<file path="config.mk">
export PLATFORM = sky130hd
export DESIGN_NAME = scl_gen_timed
export DESIGN_NICKNAME = d
export VERILOG_FILES = /design/src/rtl/scl_gen_pkg.sv /design/src/rtl/scl_phase_counter.sv /design/src/rtl/scl_gen_timed.sv
export SDC_FILE = /design/constraint.sdc
export NUM_CORES = 1
export LEC_CHECK = 0
export ABC_AREA = 1
export CORE_ASPECT_RATIO = 0.75
export CORE_UTILIZATION = 43
export CTS_BUF_LIST = sky130_fd_sc_hd__clkbuf_8
export CTS_CLUSTER_DIAMETER = 150
export DETAILED_ROUTE_END_ITERATION = 6
export HOLD_SLACK_MARGIN = 0.02
export PLACE_DENSITY = 0.69
export REMOVE_ABC_BUFFERS = 1
export SYNTH_ARGS = -nofsm -noshare
export SYNTH_HDL_FRONTEND = slang
export SYNTH_SLANG_ARGS = --single-unit
</file>
<file path="constraint.sdc">
create_clock -name i_sdr_ctrl_clk -period 3.9 [get_ports i_sdr_ctrl_clk]
set_input_delay 0.39 -clock i_sdr_ctrl_clk [delete_from_list [all_inputs] [get_ports i_sdr_ctrl_clk]]
set_output_delay 0.39 -clock i_sdr_ctrl_clk [all_outputs]
set_load 0.005 [all_outputs]
</file>
<file path="src/rtl/scl_gen_pkg.sv">
// Shared types and default phase timing for the timed SCL generator.
package scl_gen_pkg;

   typedef enum logic [1:0] {
      ST_IDLE,
      ST_LOW,
      ST_STALL,
      ST_HIGH
   } scl_state_e;

   localparam int PP_LOW_DEF  = 2;
   localparam int PP_HIGH_DEF = 2;
   localparam int OD_LOW_DEF  = 10;
   localparam int OD_HIGH_DEF = 2;

   function automatic int phase_len(input logic pp_od, input logic is_low);
      if (pp_od)
         return is_low ? PP_LOW_DEF : PP_HIGH_DEF;
      else
         return is_low ? OD_LOW_DEF : OD_HIGH_DEF;
   endfunction

endpackage

</file>
<file path="src/rtl/scl_phase_counter.sv">
// Loadable down-counter shared by the LOW, STALL and HIGH phases.
module scl_phase_counter #(
   parameter int CNT_W = 5
) (
   input  logic             clk,
   input  logic             rst_n,
   input  logic             load,
   input  logic             en,
   input  logic [CNT_W-1:0] load_val,
   output logic [CNT_W-1:0] count,
   output logic             last
);

   always_ff @(posedge clk) begin
      if (!rst_n)
         count <= '0;
      else if (load)
         count <= load_val;
      else if (en && count != '0)
         count <= count - CNT_W'(1);
   end

   // The counter holds "cycles remaining minus one", so zero marks the final cycle.
   assign last = (count == '0);

endmodule

</file>
<file path="src/rtl/scl_gen_timed.sv">
// I3C SDR SCL generator with programmable low/high phases, stall engine and idle park.
module scl_gen_timed
   import scl_gen_pkg::*;
#(
   parameter int PP_LOW  = phase_len(1'b1, 1'b1),
   parameter int PP_HIGH = phase_len(1'b1, 1'b0),
   parameter int OD_LOW  = phase_len(1'b0, 1'b1),
   parameter int OD_HIGH = phase_len(1'b0, 1'b0),
   parameter int CNT_W   = 5,
   parameter int STALL_W = 5
) (
   input  logic               i_sdr_ctrl_clk,
   input  logic               i_sdr_ctrl_rst_n,
   input  logic               i_sdr_scl_gen_pp_od,
   input  logic               i_sdr_ctrl_scl_idle,
   input  logic               i_scl_gen_stall,
   input  logic [STALL_W-1:0] i_stall_cycles,
   output logic               o_scl,
   output logic               o_scl_pos_edge,
   output logic               o_scl_neg_edge,
   output logic               o_stall_done,
   output logic               o_scl_stall
);

   scl_state_e       state, next_state;
   logic             load, en, last, next_last, next_scl, stall_req;
   logic [CNT_W-1:0] load_val, count, next_count;
   logic [CNT_W-1:0] low_len, high_len, stall_len;

   assign low_len   = i_sdr_scl_gen_pp_od ? CNT_W'(PP_LOW - 1)  : CNT_W'(OD_LOW - 1);
   assign high_len  = i_sdr_scl_gen_pp_od ? CNT_W'(PP_HIGH - 1) : CNT_W'(OD_HIGH - 1);
   assign stall_len = CNT_W'(i_stall_cycles - STALL_W'(1));
   assign stall_req = i_scl_gen_stall && (i_stall_cycles != '0);

   scl_phase_counter #(.CNT_W(CNT_W)) u_cnt (
      .clk      (i_sdr_ctrl_clk),
      .rst_n    (i_sdr_ctrl_rst_n),
      .load     (load),
      .en       (en),
      .load_val (load_val),
      .count    (count),
      .last     (last)
   );

   always_comb begin
      next_state = state;
      load       = 1'b0;
      en         = 1'b0;
      load_val   = low_len;
      case (state)
         ST_IDLE: begin
            if (!i_sdr_ctrl_scl_idle) begin
               next_state = ST_LOW;
               load       = 1'b1;
            end
         end
         ST_LOW: begin
            en = 1'b1;
            if (last) begin
               if (stall_req) begin
                  next_state = ST_STALL;
                  load       = 1'b1;
                  load_val   = stall_len;
               end else if (i_sdr_ctrl_scl_idle) begin
                  next_state = ST_IDLE;
               end else begin
                  next_state = ST_HIGH;
                  load       = 1'b1;
                  load_val   = high_len;
               end
            end
         end
         ST_STALL: begin
            en = 1'b1;
            if (last) begin
               if (i_sdr_ctrl_scl_idle) begin
                  next_state = ST_IDLE;
               end else begin
                  next_state = ST_HIGH;
                  load       = 1'b1;
                  load_val   = high_len;
               end
            end
         end
         ST_HIGH: begin
            en = 1'b1;
            if (last) begin
               if (i_sdr_ctrl_scl_idle) begin
                  next_state = ST_IDLE;
               end else begin
                  next_state = ST_LOW;
                  load       = 1'b1;
               end
            end
         end
         default: next_state = ST_IDLE;
      endcase
   end

   // Look ahead at the counter so done can be registered yet land on the final cycle.
   assign next_count = load ? load_val : ((en && !last) ? count - CNT_W'(1) : count);
   assign next_last  = (next_count == '0);
   assign next_scl   = (next_state == ST_IDLE) || (next_state == ST_HIGH);

   always_ff @(posedge i_sdr_ctrl_clk) begin
      if (!i_sdr_ctrl_rst_n) begin
         state          <= ST_IDLE;
         o_scl          <= 1'b1;
         o_scl_pos_edge <= 1'b0;
         o_scl_neg_edge <= 1'b0;
         o_stall_done   <= 1'b0;
         o_scl_stall    <= 1'b0;
      end else begin
         state          <= next_state;
         o_scl          <= next_scl;
         o_scl_pos_edge <= !o_scl && next_scl;
         o_scl_neg_edge <= o_scl && !next_scl;
         o_scl_stall    <= (next_state == ST_STALL);
         o_stall_done   <= next_last &&
                           ((next_state == ST_STALL) ||
                            (next_state == ST_LOW && i_scl_gen_stall && i_stall_cycles == '0));
      end
   end

endmodule

</file>
Word level (Yosys, flattened, before mapping)
Index checks and enable logic that the tools add are counted.
Storage, ports and cells
  bits in registers: 12
  input bits: 10
  output and inout bits: 5
  logic and storage cells: 62
Cells by class
  add/subtract/negate cells: 2
  equality and inequality tests: 6
  multiplexer cells: 24
  reductions and logical operators: 23
Operator list (number)
  5-bit 2-to-1 mux: 6
  5-bit logical NOT: 3
  2-bit 2-to-1 mux: 6
  4-bit 2-to-1 mux: 3
  5-bit one-hot mux with 2 select lines: 1
  5-bit nonzero test: 2
  5-bit by 1-bit subtractor with 5-bit output, second input constant: 2
  2-bit == test, second input constant: 4
  1-bit logical AND: 8
  2-bit one-hot mux with 4 select lines: 1
  1-bit 2-to-1 mux: 6
  2-bit by 1-bit == test with 1-bit output, second input constant: 2
  2-bit logical NOT: 2
  1-bit logical NOT: 3
  1-bit one-hot mux with 3 select lines: 1
  3-bit OR reduction: 1
  1-bit logical OR: 2
  2-bit nonzero test: 1
  2-bit OR reduction: 1

Logic depth before layout (Yosys ltp)
Gate-level depths: netlist (run 1).
  depth in word-level cells: 10
  depth in mapped cells: 20

By module
A second synthesis (run 1) with hierarchy kept.
Unflattened totals
  cells, all modules: 169
  area, all modules: 1066.0 um2
By module, submodules not included
  scl_gen_timed: instances 1, cells an instance 111, area each 718.2 um2, sequential area each 140.1 um2
  scl_phase_counter: instances 1, cells an instance 58, area each 347.8 um2, sequential area each 100.1 um2

Worst setup path before layout (run 1)
No wires, ideal clock.
  path kind: reg2reg
  start: register u_cnt.count[0]
  end: register o_stall_done
  data arrival time: 2.011 ns
  required time: 3.838 ns
  slack: 1.827 ns
  cell stages (with the launch flop): 20
  path buffers: 0
  clock period less this slack: 2.073 ns
  path through: dfxtp_1 > inv_1 > ha_1 > nand2_1 > nor2_2 > nand3_2 > nand2_1 > nand2_1 > nand2_1 > nand2_1 > o21ai_0 > ha_1 > nand2_1 > inv_1 > nor2_1 > a21oi_1 > nand2_1 > nor2_1 > nand2_1 > nor2_2
Between the ends
  cells in the longest elaborated chain, start to end: 8
  elaborated cells on any way between the ends: 23
  classes of those cells: 1 x add/sub; 2 x eq/ne; 12 x mux; 8 x reduce/logical
RTL lines
  start, declared: RTL line scl_phase_counter.sv:10  | output logic [CNT_W-1:0] count,
  start signal, assigned: RTL line scl_phase_counter.sv:18  | count <= load_val;
  start signal, assigned: RTL line scl_phase_counter.sv:20  | count <= count - CNT_W'(1);
  branches (longest 7 deep; another with 5-bit by 1-bit subtractor with 5-bit output)
  1-bit logical AND *: RTL line scl_gen_timed.sv:119  | o_stall_done <= next_last &&
  end signal, assigned: RTL line scl_gen_timed.sv:119
  end, declared: RTL line scl_gen_timed.sv:21  | output logic o_stall_done,
Every way passes the cells marked *.
A chain may end at the register's enable or synchronous reset.

Worst setup path after layout (run 1)
  start: input port i_stall_cycles[0]
  end: register o_stall_done
Between the ends
  cells in the longest elaborated chain, start to end: 10
  elaborated cells on any way between the ends: 21
  classes of those cells: 1 x add/sub; 2 x eq/ne; 10 x mux; 8 x reduce/logical
RTL lines
  start, declared: RTL line scl_gen_timed.sv:17  | input logic [STALL_W-1:0] i_stall_cycles,
  5-bit nonzero test *: RTL line scl_gen_timed.sv:33  | assign stall_req = i_scl_gen_stall && (i_stall_cycles != '0);
  1-bit logical AND *: RTL line scl_gen_timed.sv:33
  2-bit 2-to-1 mux *: RTL line scl_gen_timed.sv:60  | if (stall_req) begin
  2-bit 2-to-1 mux *: RTL line scl_gen_timed.sv:59  | if (last) begin
  2-bit one-hot mux with 4 select lines *: RTL line scl_gen_timed.sv:50  | case (state)
  via next_state[0]: RTL line scl_gen_timed.sv:25  | scl_state_e state, next_state;
  2-bit by 1-bit == test with 1-bit output: RTL line scl_gen_timed.sv:121  | (next_state == ST_LOW && i_scl_gen_stall && i_stall_cycles == '0));
  1-bit logical AND (2 in series): RTL line scl_gen_timed.sv:121
  1-bit logical OR *: RTL line scl_gen_timed.sv:120  | ((next_state == ST_STALL) ||
  1-bit logical AND *: RTL line scl_gen_timed.sv:119
Mark *: on every way through the listed nets, which the timed path passes. The rest lies on a longest branch.

==> summary.md, run 1 <==
| Metric | Value |
|---|---|
| Run status | complete, no violations |
| Post-Syn Instances | ~170 |
| Layout cells sized above 1 | about a tenth |
| CP Capture Type | flop |
| Worst slew margin | ~75% |
| IO Pins | 15 |
| Ys Warns | 0 |
| Vias in the first global route | ~870 |
| Routability Congestion | ~0.84 |
| Area leader, netlist | dfxtp_1 |
| Hold depth | 2 |
| Final WS setup | about 1400 ps |
| DR WL/cell | around 11 um |
| Nets | a little over 200 |
| DRT iter0 DRCs | between 60 and 70 |
| Post-place setup slack | 1208 ps |
| Num rows | 15 |
| Tightest Pin Transition | around 380 ps |
| Clock skew | approximately 5.0 ps |
| First-pass GRT wire length | 3815 um |
| Die Y | between 40 and 50 um |
| Crit path max fanout | 4 |
| Post-DP HPWL | approximately 1800 um |
| WP data arrival | 2640 ps |
| Mapped Area | about 1000 sq um |
| Min Clock Period, post-route | around 2500 ps |
| Fin. max-slew vios | 0 |
| Final hold violation count | 0 |
| Cts bufs inserted | 3 |
| Antenna fix cells | 0 |
| Seq/Total Area, Yosys | a little under a quarter |
| Max cap viols | 0 |
| FF+latch count, synth | 12 |
| PD cells | between 700 and 800 nW/um^2 |
| Synthesis-to-finish area growth | 21.01% |
| Starting Density | 45.52% |
| DRC Markers | 0 |
| Number of distinct library cells after synthesis | 23 |
| Setup violations, final | 0 |
| Clk buf depth | 2 |
| Worst r2r path cells | 19 |
| Syn Area/Cell | ~6.3 sq um |
| Chip width | around 59 um |
| Pin count of the biggest net entering global routing | 9 |
| Data required, critical path | 4080 ps |
| DRT antenna net count | 0 |
| RSZ-0062 raised after global routing | no |
| Cts hold-fix bufs | 0 |
| Routing usage on met3 | ~5.6% |
| Clock root buffer | clkbuf_8 |
| Post_cts resized | 0 |
| Vias | about 1000 |
| Top cell type's share of synthesized area | a little under a quarter |
| Worst setup path category | in2reg |
| Via density | between 4 and 5 |
| Setup TNS | 0 ps |
| Drt total wl | between 2000 and 2500 um |
| Congestion Overflow GR | 0 |
| Clock latency on the worst-skew pair | approximately 240 ps |
| CTS tree | yes |
| Setup Fix Bufs, Post-CTS | 0 |
| Gr busiest metal | met2 |
| CP Launch Type | input port |
| Sink Count | 12 |
| Fmax achieved | ~410 MHz |
| Detailed Routing Iterations Pass 1 | 4 |
| Pleak | 0.6167 nW |
| Min-delay worst type | reg2reg |
| Die area | around 2600 sq um |
| H-tree levels | 1 |
| Initial antenna violation count | 0 |
| Grt met1 use | around 27% |
| Core Area | approximately 2300 sq um |
| Worst vdd ir | ~0.31 mV |
| Port Buffers | 14 |
| GRT Total Usage | between 10% and 20% |
| Met2 Use GR | between 30% and 40% |
| Fin crit share | a little over three fifths |
| Worst-path clk slew | about 50 ps |
| Synth area leaders | dfxtp_1 (23%), nand2_1 (19%), ha_1 (11%) |
## cells in the mapped netlist (all sizes together)
master and number:
ha 9, nand4 1, clkinv 1, inv 23, a211oi 1, nor2 28
nor3b 1, nand2 56, buf 1, a21oi 8, nand3 13, nor3 3
o21ai 6, xor2 3, dfxtp 12
## final timing paths
| path | start | endpoint | slack [ps] |
|---|---|---|---|
| worst max-delay path | i_stall_cycles[0] | o_stall_done$_SDFF_PN0_ | 1440 |
| worst min-delay path | o_scl$_SDFF_PN1_ | o_scl_neg_edge$_SDFF_PN0_ | 440 |
| worst max register to register | u_cnt.count[0]$_SDFFE_PN0P_ | o_stall_done$_SDFF_PN0_ | 1460 |
| worst min register to register | o_scl$_SDFF_PN1_ | o_scl_neg_edge$_SDFF_PN0_ | 440 |
## worst max-delay path, cell delays in order
cell	delay, ps
clkdlybuf4s50_1	390
inv_1	120
ha_1	240
nand3_2	140
nand3_2	120
nand2_1	80
nand2_1	70
nand2_1	50
nand2_1	50
o21ai_0	130
inv_1	90
ha_1	130
nand3_1	60
nor2_1	110
nor2_1	50
a21oi_1	110
nand2_1	60
nor2_1	80
nand2_1	80
nor2_2	90
## power by group
group / leakage, nW / total, mW / switching, mW / internal (mW)
clock: 0.0216 / 0.110 / 0.0419 / 0.0678
sequential: 0.0985 / 0.203 / 0.0379 / 0.166
combinational: 0.497 / 0.625 / 0.391 / 0.234
## layout by cell type (no fill, tap or decap), drive strengths merged
cell,synthesis,final
nand4,1,1
nand3,13,13
dfxtp,12,12
inv,23,23
xor2,3,3
clkbuf,0,3
nand2,56,56
nor3b,1,1
nor2,28,28
nor3,3,3
o21ai,6,6
ha,9,9
clkinv,1,1
a211oi,1,1
a21oi,8,8
clkdlybuf4s50,0,14
## layer usage
| metal | wire length [um] | vias up |
|---|---|---|
| met5 | 0 | - |
| met1 | 1241 | 445 |
| met3 | 81 | 0 |
| met4 | 0 | 0 |
| met2 | 947 | 19 |
| li1 | - | 547 |
## through the flow
step	instance area, sq um	hold WS [ps]	cells	power [mW]	util (%)
6_report	1261	444.0	216	0.9382	55.08
5_1_grt	1261	474.8	216	1.034	55.08
4_1_cts	1261	445.6	216	0.9406	55.08
3_5_place_dp	1220	435.9	213	0.8250	53.28
3_3_place_gp	1220	434.7	213	0.8138	53.28
2_1_floorplan	1037	439.5	165	0.6822	-
## cell type report
type                    count  area, sq um
flip-flops and latches     12        240.2
fillers                   240         1028
clock buffers               3        41.29
inverters                  24        95.09
well taps                  34        42.54
repair buffers             14        140.1
multi-input cells         129        701.9
## cells by family after synthesis
kind of cell	count (synthesis)	share of synthesized area [%]
AOI/OAI and AO/OA	15	8.524
xor gates and xnor gates	3	2.521
and+or+nand+nor	102	45.50
adders and majority gates	9	10.80
buffers and inverters	25	9.604
DFF	12	23.05
## state kept, by name (all words and copies together), names as in the netlist
signal,flops
o_scl_stall,1
o_scl_neg_edge,1
o_stall_done,1
state,2
u_cnt.count,5
o_scl,1
o_scl_pos_edge,1
No activity file was read; power rests on OpenSTA's default activity.
==> run 2, diff against run 1 <==
==> constraint.sdc (replaced) <==
create_clock -name i_sdr_ctrl_clk -period 2.3 [get_ports i_sdr_ctrl_clk]
set_input_delay 0.23 -clock i_sdr_ctrl_clk [delete_from_list [all_inputs] [get_ports i_sdr_ctrl_clk]]
set_output_delay 0.23 -clock i_sdr_ctrl_clk [all_outputs]
set_load 0.005 [all_outputs]
==> run 2 against run 1 <==
Global-route usage up 0.99 points. Sequential cell count unchanged. Non-clock buffer count is 11 higher. Core utilization up 6.4 points. Critical endpoint unchanged. Largest cell class unchanged.
==> summary.md, run 2 (synthesis gave the netlist of run 1 again) <==
| Metric | Value |
|---|---|
| Num rows | 15 (unchanged) |
| PD cells | 1287 nW/um^2 (+73%) |
| Post-DP HPWL | 1962 um (+7.1%) |
| DRT iter0 DRCs | 58 (-16%) |
| Final WS setup | 199.5 ps (-1243 ps) |
| Total Power | 1.813 mW (+93%) |
| GRT Total Usage | 20.50% (+0.99 points) |
| Final hold violation count | 0 (unchanged) |
| Pin count of the biggest net entering global routing | 8 (-1) |
| Worst-path clk slew | 50 ps (about the same) |
| Cts bufs inserted | 3 (unchanged) |
| Most frequent cells in the layout | nand2_1 (51), nor2_1 (22), inv_1 (18) |
| Chip width | 58.85 um (unchanged) |
| Sink Count | 12 (unchanged) |
| Hold depth | 2 (unchanged) |
| Die Y | 44.64 um (unchanged) |
| Data required, critical path | 2480 ps (-1600 ps) |
| Drt total wl | 2442 um (+7.6%) |
| Comb power frac | 68.2% (+1.6 points) |
| CTS tree | yes |
| Worst setup path category | in2reg |
| Antenna fix cells | 0 (unchanged) |
| Net Sw Frac | 48.27% (-1.9 points) |
| DRC Markers | 0 (unchanged) |
| Storage element area | 240.2 sq um (unchanged) |
| Hold path startpoint | o_scl$_SDFF_PN1_ |
| Max cap viols | 0 (unchanged) |
| DR WL/cell | 10.71 um (+1.9%) |
| Pleak | 0.6787 nW (+10%) |
| Vias | 1091 (+7.9%) |
| Tightest Pin Transition | 282.0 ps (-93.84 ps) |
| Worst vdd ir | 0.7157 mV (+130%) |
| Clk buf depth | 2 (unchanged) |
| R2R Setup Slk | 250 ps (-1210 ps) |
| Layout cells sized above 1 | 20.10% (+9.7 points) |
| DRT antenna net count | 0 (unchanged) |
| Crit path max fanout | 3 (-1) |
| IO Pins | 15 (unchanged) |
| Largest Register | u_cnt.count |
| Largest registers | u_cnt.count: 5 flops, state: 2 flops |
| Setup violations, final | 0 (unchanged) |
| Hold endpoint | o_scl_neg_edge$_SDFF_PN0_ |
| CP Capture Type | flop |
| Final std cells w/o fill | 228 (+5.6%) |
| Final instance area | 1409 sq um (+12%) |
| Cts hold-fix bufs | 0 (unchanged) |
| Run status | complete, no violations |
| Starting Density | 45.52% (unchanged) |
| Nets | 214 (+5.4%) |
| Via density | 4.785 (+2.2%) |
| Routability Congestion | 0.8531 (+2.0%) |
| Reg2reg end | o_stall_done$_SDFF_PN0_ |
| CP Launch Type | input port |
| Initial antenna violation count | 0 (unchanged) |
| Detailed Routing Iterations Pass 1 | 4 (unchanged) |
| Filler cells | 218 (-9.2%) |
| Int Power | 0.9380 mW (+100%) |
| Setup TNS | 0 ps (unchanged) |
| Synthesis-to-finish area growth | 35.17% |
| Clock skew | 2.853 ps (-2.101 ps) |
| Min Clock Period, post-route | between 2000 and 2500 ps |
| Port Buffers | 14 (unchanged) |
| Clock latency on the worst-skew pair | 240 ps (about the same) |
| Max FFs per register | 5 (unchanged) |
| Placed Instance Area | 1303 sq um (+6.8%) |
| Die area | 2627 sq um (unchanged) |
| Worst slew margin | 81.14% (+6.3 points) |
| Fin crit share | about nine tenths |
| Fmax achieved | approximately 480 MHz |
| Worst r2r path cells | 16 (-3) |
| Fin. max-slew vios | 0 (unchanged) |
| Multi-input gate area | 753.2 sq um (+7.3%) |
| Core Area | 2290 sq um (unchanged) |
| WP data arrival | 2280 ps (-360 ps) |
| Congestion Overflow GR | 0 (unchanged) |
| Inst Count DP | 224 (+5.2%) |
| NetSw | 0.8752 mW (+86%) |
| Hold WS | 447.0 ps (+2.944 ps) |
| Vias in the first global route | 966 (+11%) |
| H-tree levels | 1 (unchanged) |
| Post-place setup slack | -82.97 ps (-1291 ps) |
| Part of the power in the clock network | 12.5% (+0.8 points) |
| Most common cell after layout, fill and taps aside | nand2_1 |
| RR Startpoint | state[0]$_SDFF_PN0_ |
| Min-delay worst type | reg2reg |
| First-pass GRT wire length | 4057 um (+6.3%) |
| Clock root buffer | clkbuf_8 |
| Reg power frac | 19.3% (-2.4 points) |
| Finished Core Util | 61.53% (+6.4 points) |
run 2: cell count changes in the layout (fill, tap and decap cells not counted), sizes merged:
cell | previous run | this run
buf | 0 | 11
clkbuf | 3 | 4
run 2: critical path: stages:
cell             delay, ps
clkdlybuf4s50_1        430
inv_1                  110
ha_4                   150
nand3_4                 90
nand2_2                 80
inv_1                   70
nand2_1                 60
nand3_1                 70
nand3_1                 70
nand2_1                 70
inv_1                   80
ha_1                   160
nand3_1                 60
nor2_1                  90
nor2_1                  40
a21oi_1                110
nand2_1                 60
nor2_1                  80
nand2_1                 70
nor2_2                  90
run 2: power by group through the flow:
stage                     registers [mW]  clock network, mW  logic, mW
final                              0.349              0.227       1.24
after global routing               0.361              0.247       1.39
after global placement             0.348                  0       1.13
after detailed placement           0.349                  0       1.16
after floorplan                    0.340                  0      0.817
after CTS                          0.345              0.235       1.17
run 2: worst max path at each step:
stage                               to                        start  cells after the start
2_1_floorplan  o_stall_done$_SDFF_PN0_  u_cnt.count[0]$_SDFFE_PN0P_                     19
3_3_place_gp   o_stall_done$_SDFF_PN0_            i_stall_cycles[0]                     20
3_5_place_dp   o_stall_done$_SDFF_PN0_            i_stall_cycles[0]                     20
4_1_cts        o_stall_done$_SDFF_PN0_          state[0]$_SDFF_PN0_                     16
5_1_grt        o_stall_done$_SDFF_PN0_            i_stall_cycles[1]                     20
6_report       o_stall_done$_SDFF_PN0_            i_stall_cycles[1]                     20
run 2: per-layer routing:
layer  GRT usage (%)  share of wire (%)  vias to the layer above
met5               0                  0                        -
met3           6.725                4.5                        0
li1                -                  -                      574
met2           32.50                 46                       25
met1           27.42                 50                      492
met4           3.810                  0                        0
run 2: final cells by class:
type | count | area share [%]
clock buffer | 4 | 3.908
sequential | 12 | 17.05
timing repair buffer | 25 | 15.81
inverter | 24 | 6.750
tap | 34 | 3.020
multi-input combinational | 129 | 53.46
run 2: repair_timing:
item | 4_1_cts | 5_1_grt
gates resized for setup | 0 | 14
endpoints found under the setup margin | 0 | 1
setup buffers | 0 | 0
